### config.mk
export PLATFORM = sky130hd
export DESIGN_NAME = life_grid_engine
export DESIGN_NICKNAME = d
export VERILOG_FILES = /design/src/rtl/life_pkg.sv /design/src/rtl/life_row_update.sv /design/src/rtl/life_grid_engine.sv
export SDC_FILE = /design/constraint.sdc
export NUM_CORES = 1
export LEC_CHECK = 0
export ABC_CLOCK_PERIOD_IN_PS = 17300
export CAP_MARGIN = 20
export CORE_ASPECT_RATIO = 1.4
export CORE_UTILIZATION = 55
export CTS_BUF_LIST = sky130_fd_sc_hd__clkbuf_16
export DETAILED_ROUTE_END_ITERATION = 12
export GPL_TIMING_DRIVEN = 0
export PLACE_DENSITY = 0.73
export SLEW_MARGIN = 20
export SYNTH_ARGS = -nofsm -noshare
export SYNTH_HDL_FRONTEND = slang
export SYNTH_SLANG_ARGS = --single-unit
### constraint.sdc
create_clock -name clk_in -period 17.3 [get_ports clk_in]
set_input_delay 2.595 -clock clk_in [delete_from_list [all_inputs] [get_ports clk_in]]
set_output_delay 2.595 -clock clk_in [all_outputs]
set_load 0.05 [all_outputs]
### src/rtl/life_pkg.sv
// Shared types, default rules and neighbour-column helpers for the Life engine.
package life_pkg;

  // Conway defaults: born with 3 neighbours, survive with 2 or 3.
  localparam logic [8:0] RULE_B3  = 9'b000001000;
  localparam logic [8:0] RULE_S23 = 9'b000001100;

  typedef enum logic [1:0] {
    ST_IDLE   = 2'd0,
    ST_SWEEP  = 2'd1,
    ST_FINISH = 2'd2
  } life_state_e;

  // True when column c+d contributes a neighbour (always true on a torus).
  function automatic logic nbr_valid(input int c, input int d, input int w, input logic wrap);
    return wrap || ((c + d >= 0) && (c + d < w));
  endfunction

  // Column index of neighbour c+d, folded modulo w.
  function automatic int nbr_col(input int c, input int d, input int w);
    return (c + d + w) % w;
  endfunction

endpackage

### src/rtl/life_row_update.sv
// Combinational next-row computation for one grid row plus its popcount.
module life_row_update import life_pkg::*; #(
  parameter int W  = 16,
  parameter int CW = $clog2(W + 1)
) (
  input  logic [W-1:0]  up_row,
  input  logic [W-1:0]  cur_row,
  input  logic [W-1:0]  dn_row,
  input  logic          wrap,
  input  logic [8:0]    birth_mask,
  input  logic [8:0]    survive_mask,
  output logic [W-1:0]  next_row,
  output logic [CW-1:0] row_pop
);

  // Count the eight neighbours of each column, apply the rule, popcount the result.
  always_comb begin
    logic [3:0] cnt;
    next_row = '0;
    row_pop  = '0;
    cnt      = '0;
    for (int c = 0; c < W; c++) begin
      cnt = '0;
      for (int d = -1; d <= 1; d++) begin
        if (nbr_valid(c, d, W, wrap)) begin
          cnt = cnt + 4'(up_row[nbr_col(c, d, W)]) + 4'(dn_row[nbr_col(c, d, W)]);
          if (d != 0) cnt = cnt + 4'(cur_row[nbr_col(c, d, W)]);
        end
      end
      next_row[c] = cur_row[c] ? survive_mask[cnt] : birth_mask[cnt];
      row_pop     = row_pop + CW'(next_row[c]);
    end
  end

endmodule

### src/rtl/life_grid_engine.sv
// Row-sequential Game of Life engine: register grid, in-place sweep, counters.
//
//   state     | meaning
//   ----------+-----------------------------------------------------------
//   ST_IDLE   | accept clear / load / step (in that priority)
//   ST_SWEEP  | rewrite row r_q per cycle, r_q = 0..H-1
//   ST_FINISH | one-cycle done pulse, back to idle
module life_grid_engine import life_pkg::*; #(
  parameter int W     = 16,
  parameter int H     = 16,
  parameter int GEN_W = 16,
  parameter int POP_W = $clog2(W * H + 1)
) (
  input  logic                 clk_in,
  input  logic                 rst_n,
  input  logic                 step,
  input  logic                 wrap,
  input  logic [8:0]           birth_mask,
  input  logic [8:0]           survive_mask,
  input  logic                 load_en,
  input  logic [$clog2(H)-1:0] load_row,
  input  logic [W-1:0]         load_data,
  input  logic                 clear,
  input  logic [$clog2(H)-1:0] rd_row,
  output logic [W-1:0]         rd_data,
  output logic                 busy,
  output logic                 done,
  output logic [GEN_W-1:0]     generation,
  output logic [POP_W-1:0]     population
);

  localparam int RW = $clog2(H);
  localparam int CW = $clog2(W + 1);

  life_state_e      state_q, state_d;
  logic [RW-1:0]    r_q, r_d;
  logic [W-1:0]     grid_q [H];
  logic [W-1:0]     grid_d [H];
  logic [W-1:0]     prev_q, prev_d;
  logic [W-1:0]     first_q, first_d;
  logic             wrap_q, wrap_d;
  logic [8:0]       birth_q, birth_d;
  logic [8:0]       survive_q, survive_d;
  logic [POP_W-1:0] pop_acc_q, pop_acc_d;
  logic [POP_W-1:0] population_q, population_d;
  logic [GEN_W-1:0] generation_q, generation_d;
  logic [W-1:0]     rd_data_q, rd_data_d;

  logic [W-1:0]     up_row, cur_row, dn_row, next_row;
  logic [CW-1:0]    row_pop;
  logic [POP_W-1:0] pop_sum;

  // Neighbour rows for the row being swept; row r-1 is already overwritten, so use prev_q.
  always_comb begin
    cur_row = grid_q[r_q];
    up_row  = (r_q == '0) ? (wrap_q ? grid_q[H-1] : '0) : prev_q;
    if (int'(r_q) == H - 1) dn_row = wrap_q ? first_q : '0;
    else                    dn_row = grid_q[r_q + RW'(1)];
  end

  life_row_update #(.W(W), .CW(CW)) u_row (
    .up_row       (up_row),
    .cur_row      (cur_row),
    .dn_row       (dn_row),
    .wrap         (wrap_q),
    .birth_mask   (birth_q),
    .survive_mask (survive_q),
    .next_row     (next_row),
    .row_pop      (row_pop)
  );

  // Next-state, grid update and counter logic.
  always_comb begin
    state_d      = state_q;
    r_d          = r_q;
    grid_d       = grid_q;
    prev_d       = prev_q;
    first_d      = first_q;
    wrap_d       = wrap_q;
    birth_d      = birth_q;
    survive_d    = survive_q;
    pop_acc_d    = pop_acc_q;
    population_d = population_q;
    generation_d = generation_q;
    pop_sum      = pop_acc_q + POP_W'(row_pop);
    rd_data_d    = (int'(rd_row) < H) ? grid_q[rd_row] : '0;

    case (state_q)
      ST_IDLE: begin
        if (clear) begin
          for (int i = 0; i < H; i++) grid_d[i] = '0;
          population_d = '0;
        end else if (load_en) begin
          if (int'(load_row) < H) grid_d[load_row] = load_data;
        end else if (step) begin
          wrap_d    = wrap;
          birth_d   = birth_mask;
          survive_d = survive_mask;
          r_d       = '0;
          pop_acc_d = '0;
          state_d   = ST_SWEEP;
        end
      end
      ST_SWEEP: begin
        grid_d[r_q] = next_row;
        prev_d      = grid_q[r_q];
        if (r_q == '0) first_d = grid_q[0];
        pop_acc_d = pop_sum;
        if (int'(r_q) == H - 1) begin
          // Counters settle together with the done pulse.
          population_d = pop_sum;
          generation_d = generation_q + GEN_W'(1);
          state_d      = ST_FINISH;
        end else begin
          r_d = r_q + RW'(1);
        end
      end
      ST_FINISH: state_d = ST_IDLE;
      default:   state_d = ST_IDLE;
    endcase
  end

  // State and datapath registers; reset clears everything including a partial sweep.
  always_ff @(posedge clk_in or negedge rst_n) begin
    if (!rst_n) begin
      state_q      <= ST_IDLE;
      r_q          <= '0;
      grid_q       <= '{default: '0};
      prev_q       <= '0;
      first_q      <= '0;
      wrap_q       <= 1'b0;
      birth_q      <= RULE_B3;
      survive_q    <= RULE_S23;
      pop_acc_q    <= '0;
      population_q <= '0;
      generation_q <= '0;
      rd_data_q    <= '0;
    end else begin
      state_q      <= state_d;
      r_q          <= r_d;
      grid_q       <= grid_d;
      prev_q       <= prev_d;
      first_q      <= first_d;
      wrap_q       <= wrap_d;
      birth_q      <= birth_d;
      survive_q    <= survive_d;
      pop_acc_q    <= pop_acc_d;
      population_q <= population_d;
      generation_q <= generation_d;
      rd_data_q    <= rd_data_d;
    end
  end

  assign busy       = (state_q == ST_SWEEP);
  assign done       = (state_q == ST_FINISH);
  assign rd_data    = rd_data_q;
  assign generation = generation_q;
  assign population = population_q;

endmodule

### Yosys cells after proc, flatten, opt, wreduce, memory -nomap -nowiden

Index checks and enable logic that the tools add are counted.

* flip-flop bits (word level): 363
* input port bits: 48
* output and inout bits: 43

* $add $sub $neg: 130
* $lt $le $gt $ge: 22
* equal/unequal tests: 10
* multiplexer cells: 121
* bitwise gates (word level): 6
* reduce and logical (&&, ||, !) cells: 13

Operator list (number)
* bitwise mux 256 bit: 2
* 2-to-1 mux 256 bit: 2
* case mux 256 bit (2 select lines): 1
* adder 4 x 1 -> 4 bit: 96
* binary-select mux 16 bit (select 4 bit): 3
* 2-to-1 mux 16 bit: 12
* binary-select mux 1 bit (select 4 bit): 32
* demux 16 bit (select 4 bit): 2
* less-than comparator 4 x 5 -> 1 bit (second input constant): 16
* adder 5 x 1 -> 5 bit: 14
* 2-to-1 mux 1 bit: 48
* 2-to-1 mux 9 bit: 5
* case mux 9 bit (2 select lines): 2
* adder 1 x 1 -> 2 bit: 17
* 2-to-1 mux 4 bit: 6
* greater-or-equal comparator 5 bit (second input constant): 4
* NOT 4 -> 5 bit: 4
* adder 16 x 1 -> 16 bit (second input constant): 1
* AND reduction 4 bit: 3
* less-than comparator 5 x 1 -> 1 bit (second input constant): 2
* != test 2 bit (second input constant): 5
* adder 9 x 5 -> 9 bit: 1
* 2-to-1 mux 2 bit: 4
* case mux 4 bit (2 select lines): 1
* other kinds (15): 19

### Logic depth before layout (Yosys ltp)

Gate-level depths: netlist of the first run.

* depth after elaboration: 35
* mapped depth: 53

### By module

Synthesis of the first run repeated with hierarchy kept, for this count alone.

* cell total of the unflattened synthesis: 2372
* area, all modules: 27973.1 µm²

Modules (own cells, without submodules)
* life_grid_engine: instances 1, cells an instance 1781, area an instance 22180.0 µm²
* life_row_update: instances 1, cells an instance 591, area an instance 5793.1 µm²

### Worst setup path before layout of the first run

OpenSTA, ideal clock, no wires.

* path type: reg2reg
* start: register r_q[0]
* end: register population_q[8] (netlist: population[8])
* setup time: 0.136 ns
* arrival: 12.204 ns
* required time: 17.164 ns
* slack: 4.960 ns
* stages on the path, launching flop included: 50
* period minus slack after synthesis: 12.340 ns
* path through: dfrtp_1 -> buf_2 -> buf_6 -> buf_6 -> buf_6 -> buf_2 -> buf_1 -> inv_1 -> ha_1 -> buf_2 -> buf_1 -> mux4_2 -> nand2_1 -> nand3_1 -> nand3_1 -> o21a_1 -> fa_1 -> nand2b_1 -> [... 14 more ...] -> inv_1 -> fa_1 -> fa_1 -> fa_1 -> inv_1 -> fa_1 -> fa_1 -> inv_1 -> fa_1 -> inv_1 -> fa_1 -> a21o_1 -> a21oi_1 -> nor2b_1 -> o21a_1 -> nand3_1 -> xor2_1 -> o21ai_0

* cells in the longest elaborated chain, start to end: 35
* elaborated cells on any way between the ends: 227
* classes of those cells: add/sub: 129; eq/ne: 2; mux: 92; bitwise: 2; reduce/logical: 2

Ends and longest elaborated chain
* start, declared: RTL line life_grid_engine.sv:36 `logic [RW-1:0] r_q, r_d;`
* start signal, assigned: RTL line life_grid_engine.sv:140 `r_q <= r_d;`
* adder 4 x 1 -> 4 bit: RTL line life_grid_engine.sv:58 `else dn_row = grid_q[r_q + RW'(1)];`
* NOT 4 -> 5 bit (implied by the code): RTL line life_grid_engine.sv:58
* binary-select mux 16 bit (select 4 bit): RTL line life_grid_engine.sv:58
* 2-to-1 mux 16 bit (implied by the code) (2 in series): RTL line life_grid_engine.sv:58
* 2-to-1 mux 16 bit: RTL line life_grid_engine.sv:57 `if (int'(r_q) == H - 1) dn_row = wrap_q ? first_q : '0;`
* adder 1 x 1 -> 2 bit: RTL line life_row_update.sv:26 `cnt = cnt + 4'(up_row[nbr_col(c, d, W)]) + 4'(dn_row[nbr_col(c, d, W)]);`
* adder 4 x 1 -> 4 bit: RTL line life_row_update.sv:27 `if (d != 0) cnt = cnt + 4'(cur_row[nbr_col(c, d, W)]);`
* 2-to-1 mux 4 bit: RTL line life_row_update.sv:25 `if (nbr_valid(c, d, W, wrap)) begin`
* [... 5 more ...]
* binary-select mux 1 bit (select 4 bit): RTL line life_row_update.sv:30 `next_row[c] = cur_row[c] ? survive_mask[cnt] : birth_mask[cnt];`
* 2-to-1 mux 1 bit (implied by the code): RTL line life_row_update.sv:30
* 2-to-1 mux 1 bit: RTL line life_row_update.sv:30
* adder 1 x 1 -> 2 bit: RTL line life_row_update.sv:31 `row_pop = row_pop + CW'(next_row[c]);`
* adder 5 x 1 -> 5 bit (14 in series): RTL line life_row_update.sv:31
* adder 9 x 5 -> 9 bit: RTL line life_grid_engine.sv:85 `pop_sum = pop_acc_q + POP_W'(row_pop);`
* 2-to-1 mux 9 bit: RTL line life_grid_engine.sv:109 `if (int'(r_q) == H - 1) begin`
* case mux 9 bit (2 select lines): RTL line life_grid_engine.sv:88 `case (state_q)`
* end signal, assigned: RTL line life_grid_engine.sv:148 `population_q <= population_d;`
* end, declared: RTL line life_grid_engine.sv:45 `logic [POP_W-1:0] population_q, population_d;`

Parallel ways exist; a longest one is shown, timed or not. The select of a mux whose other input is x is not followed.
A chain may end at the register's enable or synchronous reset.

### Worst setup path in the final report of the first run

* start: register r_q[0]
* end: register population_q[7] (netlist: population[7])

The elaborated chain is that of the path after synthesis.

==> results.json, run 1 <==
{
  "fin_crit_sh_pct": 94.9,
  "grt_pass1_vias": 23637,
  "vias": 23270,
  "ys_types": 55,
  "wire_per_inst_um": 32.6,
  "required_ns": 17.72,
  "synth_top_area_share_pct": 33.6,
  "post_cts_resized": 0,
  "clockBufferDepth": 3,
  "cp_top_family": "adder cells",
  "syn_to_final_growth_pct": 11.5,
  "worst_pin_slew_ns": 1.16,
  "netlist_area_mm2": 0.0268,
  "crit_top_cell": "fa_1",
  "cts_buffers": 40,
  "start_util_pct": 55.9,
  "synth_area_leaders": "dfrtp_1 (34%), mux4_2 (24%), o221ai_1 (6.6%)",
  "yosysWarningCount": 0,
  "status": "finished clean",
  "via_per_inst": 7.23,
  "fmaxAchievable_ghz": 0.0609,
  "cpPeakStageDelay_ns": 0.96,
  "globalRouteOverflowTotal": 0,
  "worstHoldPathType": "reg2reg",
  "cap_violations": 0,
  "drt_iter0_markers": 2742,
  "synthArstFlopShare_pct": 100,
  "diodes": 0,
  "synth-seq-area-share_pct": 33.9,
  "rsz0062_at_grt": "false",
  "nFillCells": 3891,
  "ant_nets": 0,
  "cp-start-kind": "flip-flop",
  "regArea_mm2": 0.00909,
  "utilization_pct": 62.3,
  "synth-edff-count": 0,
  "ys.flop_type": "dfrtp_1",
  "worst_setup_path_end_kind": "flip-flop",
  "synth.avg_cell_area_um2": 11.0,
  "fin_cells": 3218,
  "path_buf_inv": 16,
  "gp_congestion": 1.02,
  "report.final.slew_viol_count": 0,
  "slowest_stage": "mux2i_1",
  "worstSkewPairLatency_ns": 0.59,
  "finClkSkew_ns": 0.0279,
  "final_layout_size_suffix_gt1_share_pct": 18.2,
  "antenna_found_initial": 3,
  "dpl.hpwl_um": 83600,
  "dp_cells": 3148,
  "cts-hold-fix-buffers": 0,
  "drcViolationCount": 0,
  "crit_type": "reg2reg",
  "track_usage_pct": 43.0,
  "setup-violations-final": 0,
  "io_buffers": 86,
  "cts.sinks": 363,
  "dieArea_mm2": 0.0497,
  "ctsRootBufferMaster": "clkbuf_16",
  "max_slew_margin_pct": 20.5,
  "firstDrtPassIters": 6,
  "cts-htree-levels": 2,
  "multi_input_area_mm2": 0.0162,
  "clk_pin_slew_ns": 0.07,
  "ios": 91,
  "critical_path_arrival_ns": 16.84,
  "syn_nets": 2620,
  "core_mm2": 0.0480,
  "grt_pass1_wl_um": 153000,
  "worstPathMaxFanout": 10,
  "final_nets": 2753,
  "drt_wl_total_um": 105000,
  "fin_crit_ns": 16.42,
  "hold_violations": 0,
  "grt_max_degree": 86,
  "syn_inst": 2428,
  "post_cts_buffers": 0,
  "ys_seq_elements": 363,
  "cts_tree": "done",
  "die_h_um": 263,
  "die-width_um": 189,
  "synth.largest_area_cell": "dfrtp_1",
  "rows": 95
}
==> logic make-up (layout without fill, tap and decap cells) <==
group | count (synthesis) | count (layout) | synth area share [%]
buf+inv | 370 | 530 | 5.59
flops | 363 | 363 | 33.9
simple gates | 650 | 650 | 10.2
xor+xnor | 43 | 43 | 1.40
fa+ha+maj | 144 | 144 | 8.82
compound gates | 508 | 508 | 13.4
mux | 350 | 350 | 26.7
==> cell type report <==
type / instances / area share (%)
Sequential cell: 363 / 30.4
Inverter: 143 / 1.79
Tap cell: 630 / 2.63
Multi-Input combinational cell: 1695 / 54.3
Clock inverter: 27 / 0.866
Timing Repair Buffer: 91 / 3.30
Buffer: 227 / 3.24
Clock buffer: 42 / 3.51
==> routing by layer <==
metal / up-vias / part of all wire [%] / global-route usage (%)
li1: 9415 / - / -
met3: 447 / 9.3 / 8.19
met5: - / 0.027 / 0
met1: 11778 / 34 / 51.3
met4: 4 / 8.8 / 31.7
met2: 1626 / 48 / 69.5
==> cell usage in the layout, fill, tap and decap left out, drive strengths merged, types with 4 or more instances in the layout <==
master,synthesis,final
nand2,436,436
dfrtp,360,360
mux4,287,287
clkbuf,176,219
o221ai,207,207
o21ai,161,161
inv,143,148
nand3,89,89
clkdlybuf4s50,0,85
fa,75,75
ha,69,69
a21oi,67,67
buf,51,56
nor2,49,49
mux2,46,46
xnor2,29,29
nor2b,28,28
o21a,27,27
nor3,19,19
mux2i,17,17
xor2,14,14
clkinv,0,14
a41oi,8,8
a221o,8,8
nand4,8,8
o211ai,6,6
nand2b,5,5
and3,5,5
a31oi,5,5
and2,4,4
bufinv,0,4
clkinvlp,0,4
==> synthesized netlist by cell type (all sizes together) (4+ instances only) <==
master / instances
nor3: 19
xnor2: 29
o21ai: 161
mux2i: 17
ha: 69
nand2b: 5
fa: 75
mux2: 46
and2: 4
dfrtp: 360
nand2: 436
mux4: 287
and3: 5
nand4: 8
o211ai: 6
o221ai: 207
buf: 51
inv: 143
a41oi: 8
xor2: 14
o21a: 27
a221o: 8
nand3: 89
a21oi: 67
nor2: 49
clkbuf: 176
a31oi: 5
nor2b: 28
==> registers in the layout (all words and copies together), names as in the netlist, 2 cells and up <==
register,count
birth_q,9
first_q,16
generation,16
survive_q,9
prev_q,16
grid_q,256
population,9
pop_acc_q,9
r_q,4
rd_data,16
state_q,2
==> final timing paths <==
path | slack, ns | depth (start not counted) | start | to
max | 0.88 | 49 | r_q[0]$_DFFE_PN0P_ | population[7]$_DFFE_PN0P_
min | 0.49 | 2 | pop_acc_q[4]$_DFFE_PN0P_ | pop_acc_q[4]$_DFFE_PN0P_
max reg2reg | 0.88 | 49 | r_q[0]$_DFFE_PN0P_ | population[7]$_DFFE_PN0P_
min reg2reg | 0.49 | 2 | pop_acc_q[4]$_DFFE_PN0P_ | pop_acc_q[4]$_DFFE_PN0P_
max in group asynchronous | 14.17 | 3 | rst_n | pop_acc_q[8]$_DFFE_PN0P_
min in group asynchronous | 1.96 | 1 | rst_n | grid_q[123]$_DFFE_PN0P_
==> worst register-to-register path: cells and delay by family, from the launching register on <==
kind | cells | cell delay (ns)
mux | 4 | 2.26
compound gates | 6 | 1.24
buf+inv | 16 | 4.60
flops | 1 | 0.47
simple gates | 7 | 0.92
xor+xnor | 2 | 0.52
fa+ha+maj | 14 | 6.24
==> stage by stage <==
stage	setup TNS [ns]	setup slack (ns)	hold slack (ns)	area (um^2)
2_1_floorplan	0	4.96	0.450	26800
3_3_place_gp	-868.36	-2.49	0.463	28500
3_5_place_dp	0	0.973	0.473	28600
4_1_cts	0	0.921	0.488	29900
5_1_grt	0	0.304	0.500	29900
6_report	0	0.878	0.488	29900
Power of run 1 is not shown: default switching activity piles up to over one toggle a cycle in this logic, so the estimate is an artifact.
==> inputs of run 2 (changes only) <==
--- a/config.mk
+++ b/config.mk
@@ -5,7 +5,7 @@
 export SDC_FILE = /design/constraint.sdc
 export NUM_CORES = 1
 export LEC_CHECK = 0
-export ABC_CLOCK_PERIOD_IN_PS = 17300
+export ABC_CLOCK_PERIOD_IN_PS = 15600
 export CAP_MARGIN = 20
 export CORE_ASPECT_RATIO = 1.4
 export CORE_UTILIZATION = 55
==> constraint.sdc (replaced) <==
create_clock -name clk_in -period 15.6 [get_ports clk_in]
set_input_delay 2.34 -clock clk_in [delete_from_list [all_inputs] [get_ports clk_in]]
set_output_delay 2.34 -clock clk_in [all_outputs]
set_load 0.05 [all_outputs]
==> results.json, run 2 (synthesis gave the netlist of run 1 again) <==
{
  "ctsRootBufferMaster": "clkbuf_16",
  "cpPeakStageDelay_ns": 0.71,
  "worst_setup_path_end_kind": "flip-flop",
  "final_area_mm2": 0.0299,
  "die-width_um": 189,
  "diodes": 0,
  "fin_crit_sh_pct": 96.3,
  "max_slew_margin_pct": 19.2,
  "regArea_mm2": 0.00909,
  "final_cell_mix": "nand2_1 (435), dfrtp_1 (360), mux4_2 (287), o221ai_1 (202), clkbuf_1 (171)",
  "grt_pass1_wl_um": 153000,
  "cts_buffers": 40,
  "fmaxAchievable_ghz": 0.0666,
  "grt_max_degree": 86,
  "ios": 91,
  "firstDrtPassIters": 8,
  "fin_crit_ns": 15.02,
  "start_util_pct": 55.9,
  "top_register": "grid_q",
  "final_layout_size_suffix_gt1_share_pct": 18.3,
  "via_per_inst": 7.22,
  "drt_iter0_markers": 2684,
  "drcViolationCount": 0,
  "status": "finished clean",
  "critical_path_arrival_ns": 15.45,
  "setup-violations-final": 0,
  "cts-htree-levels": 2,
  "dieArea_mm2": 0.0497,
  "worstSkewPairLatency_ns": 0.59,
  "worst_pin_slew_ns": 1.20,
  "drt_wl_total_um": 105000,
  "cts.sinks": 363,
  "die_h_um": 263,
  "utilization_pct": 62.3,
  "placed_area_mm2": 0.0286,
  "worstHoldPathType": "reg2reg",
  "globalRouteOverflowTotal": 0,
  "final_common_cell": "nand2_1",
  "rsz0062_at_grt": "false",
  "fin_tns_setup_ns": 0,
  "crit_type": "reg2reg",
  "crit_top_cell": "fa_1",
  "track_usage_pct": 43.0,
  "multi_input_area_mm2": 0.0163,
  "rows": 95,
  "cts_tree": "done",
  "post-place-ws_ns": -0.727,
  "cp-start-kind": "flip-flop",
  "hold_violations": 0,
  "antenna_found_initial": 3,
  "wire_per_inst_um": 32.6,
  "grt_pass1_vias": 23599,
  "io_buffers": 86,
  "core_mm2": 0.0480,
  "dpl.hpwl_um": 83600,
  "slowest_stage": "fa_1",
  "clk_pin_slew_ns": 0.07,
  "finClkSkew_ns": 0.0307,
  "largest_reg_flops": 256,
  "report.final.slew_viol_count": 0,
  "syn_to_final_growth_pct": 11.6,
  "clockBufferDepth": 3,
  "worstPathMaxFanout": 10,
  "cap_violations": 0,
  "setup_ws_ns": 0.577,
  "ant_nets": 0,
  "gp_congestion": 1.02,
  "final_nets": 2750,
  "required_ns": 16.02,
  "vias": 23204,
  "nFillCells": 3892
}
run 2: repair_timing:
item / in CTS / in global routing
hold buffers: 0 / 0
setup endpoints to repair: 13 / 6
pin swaps: 0 / 0
gates resized for setup: 7 / 4
buffers inserted: 0 / 0
run 2: worst max-delay path: cells and delay by family (launching register included):
family	cells	cell delay, ns
buffers and inverters	13	3.41
AOI/OAI and AO/OA	6	1.33
xor gates and xnor gates	2	0.52
DFF	1	0.65
muxes	4	1.78
and+or+nand+nor	7	0.95
adders and majority gates	14	6.18
run 2: final timing paths:
check	slack, ns	from	cells past startpoint	to
worst max-delay path	0.58	r_q[1]$_DFFE_PN0P_	46	population[7]$_DFFE_PN0P_
worst min-delay path	0.49	pop_acc_q[4]$_DFFE_PN0P_	2	pop_acc_q[4]$_DFFE_PN0P_
worst max register to register	0.58	r_q[1]$_DFFE_PN0P_	46	population[7]$_DFFE_PN0P_
worst min register to register	0.49	pop_acc_q[4]$_DFFE_PN0P_	2	pop_acc_q[4]$_DFFE_PN0P_
max in group asynchronous	12.74	rst_n	3	pop_acc_q[8]$_DFFE_PN0P_
min in group asynchronous	1.70	rst_n	1	grid_q[123]$_DFFE_PN0P_
run 2: cell type report:
| cell class | instances | share of cell area [%] |
|---|---|---|
| inverter | 143 | 1.79 |
| multi-input combinational | 1695 | 54.3 |
| buffer | 225 | 3.26 |
| tap | 630 | 2.63 |
| clock inverter | 27 | 0.865 |
| clock buffer | 42 | 3.51 |
| sequential | 363 | 30.4 |
| timing repair buffer | 90 | 3.26 |
run 2: per-layer routing:
metal  vias up  wire length, um  global-route usage [%]
met5         -               28                       0
met4         4             9050                    31.6
met3       444            10000                    8.13
met2      1615            50200                    69.6
met1     11746            35500                    51.3
li1       9395                -                       -
run 2: metrics by stage:
step	std cells	hold WS, ns
final	3215	0.487
after global routing	3215	0.500
after CTS	3216	0.488
after detailed placement	3148	0.473
after global placement	3144	0.463
after floorplan	2428	0.450
Power of run 2 is left out for the same reason.
==> inputs of run 3 (changes only) <==
--- a/config.mk
+++ b/config.mk
@@ -10,6 +10,7 @@
 export CORE_ASPECT_RATIO = 1.4
 export CORE_UTILIZATION = 55
 export CTS_BUF_LIST = sky130_fd_sc_hd__clkbuf_16
+export CTS_CLUSTER_SIZE = 14
 export DETAILED_ROUTE_END_ITERATION = 12
 export GPL_TIMING_DRIVEN = 0
 export PLACE_DENSITY = 0.73
==> results of run 3 <==
No change in the layout: final DEF, timing and power equal those of run 2.
Power of run 3 is left out for the same reason.
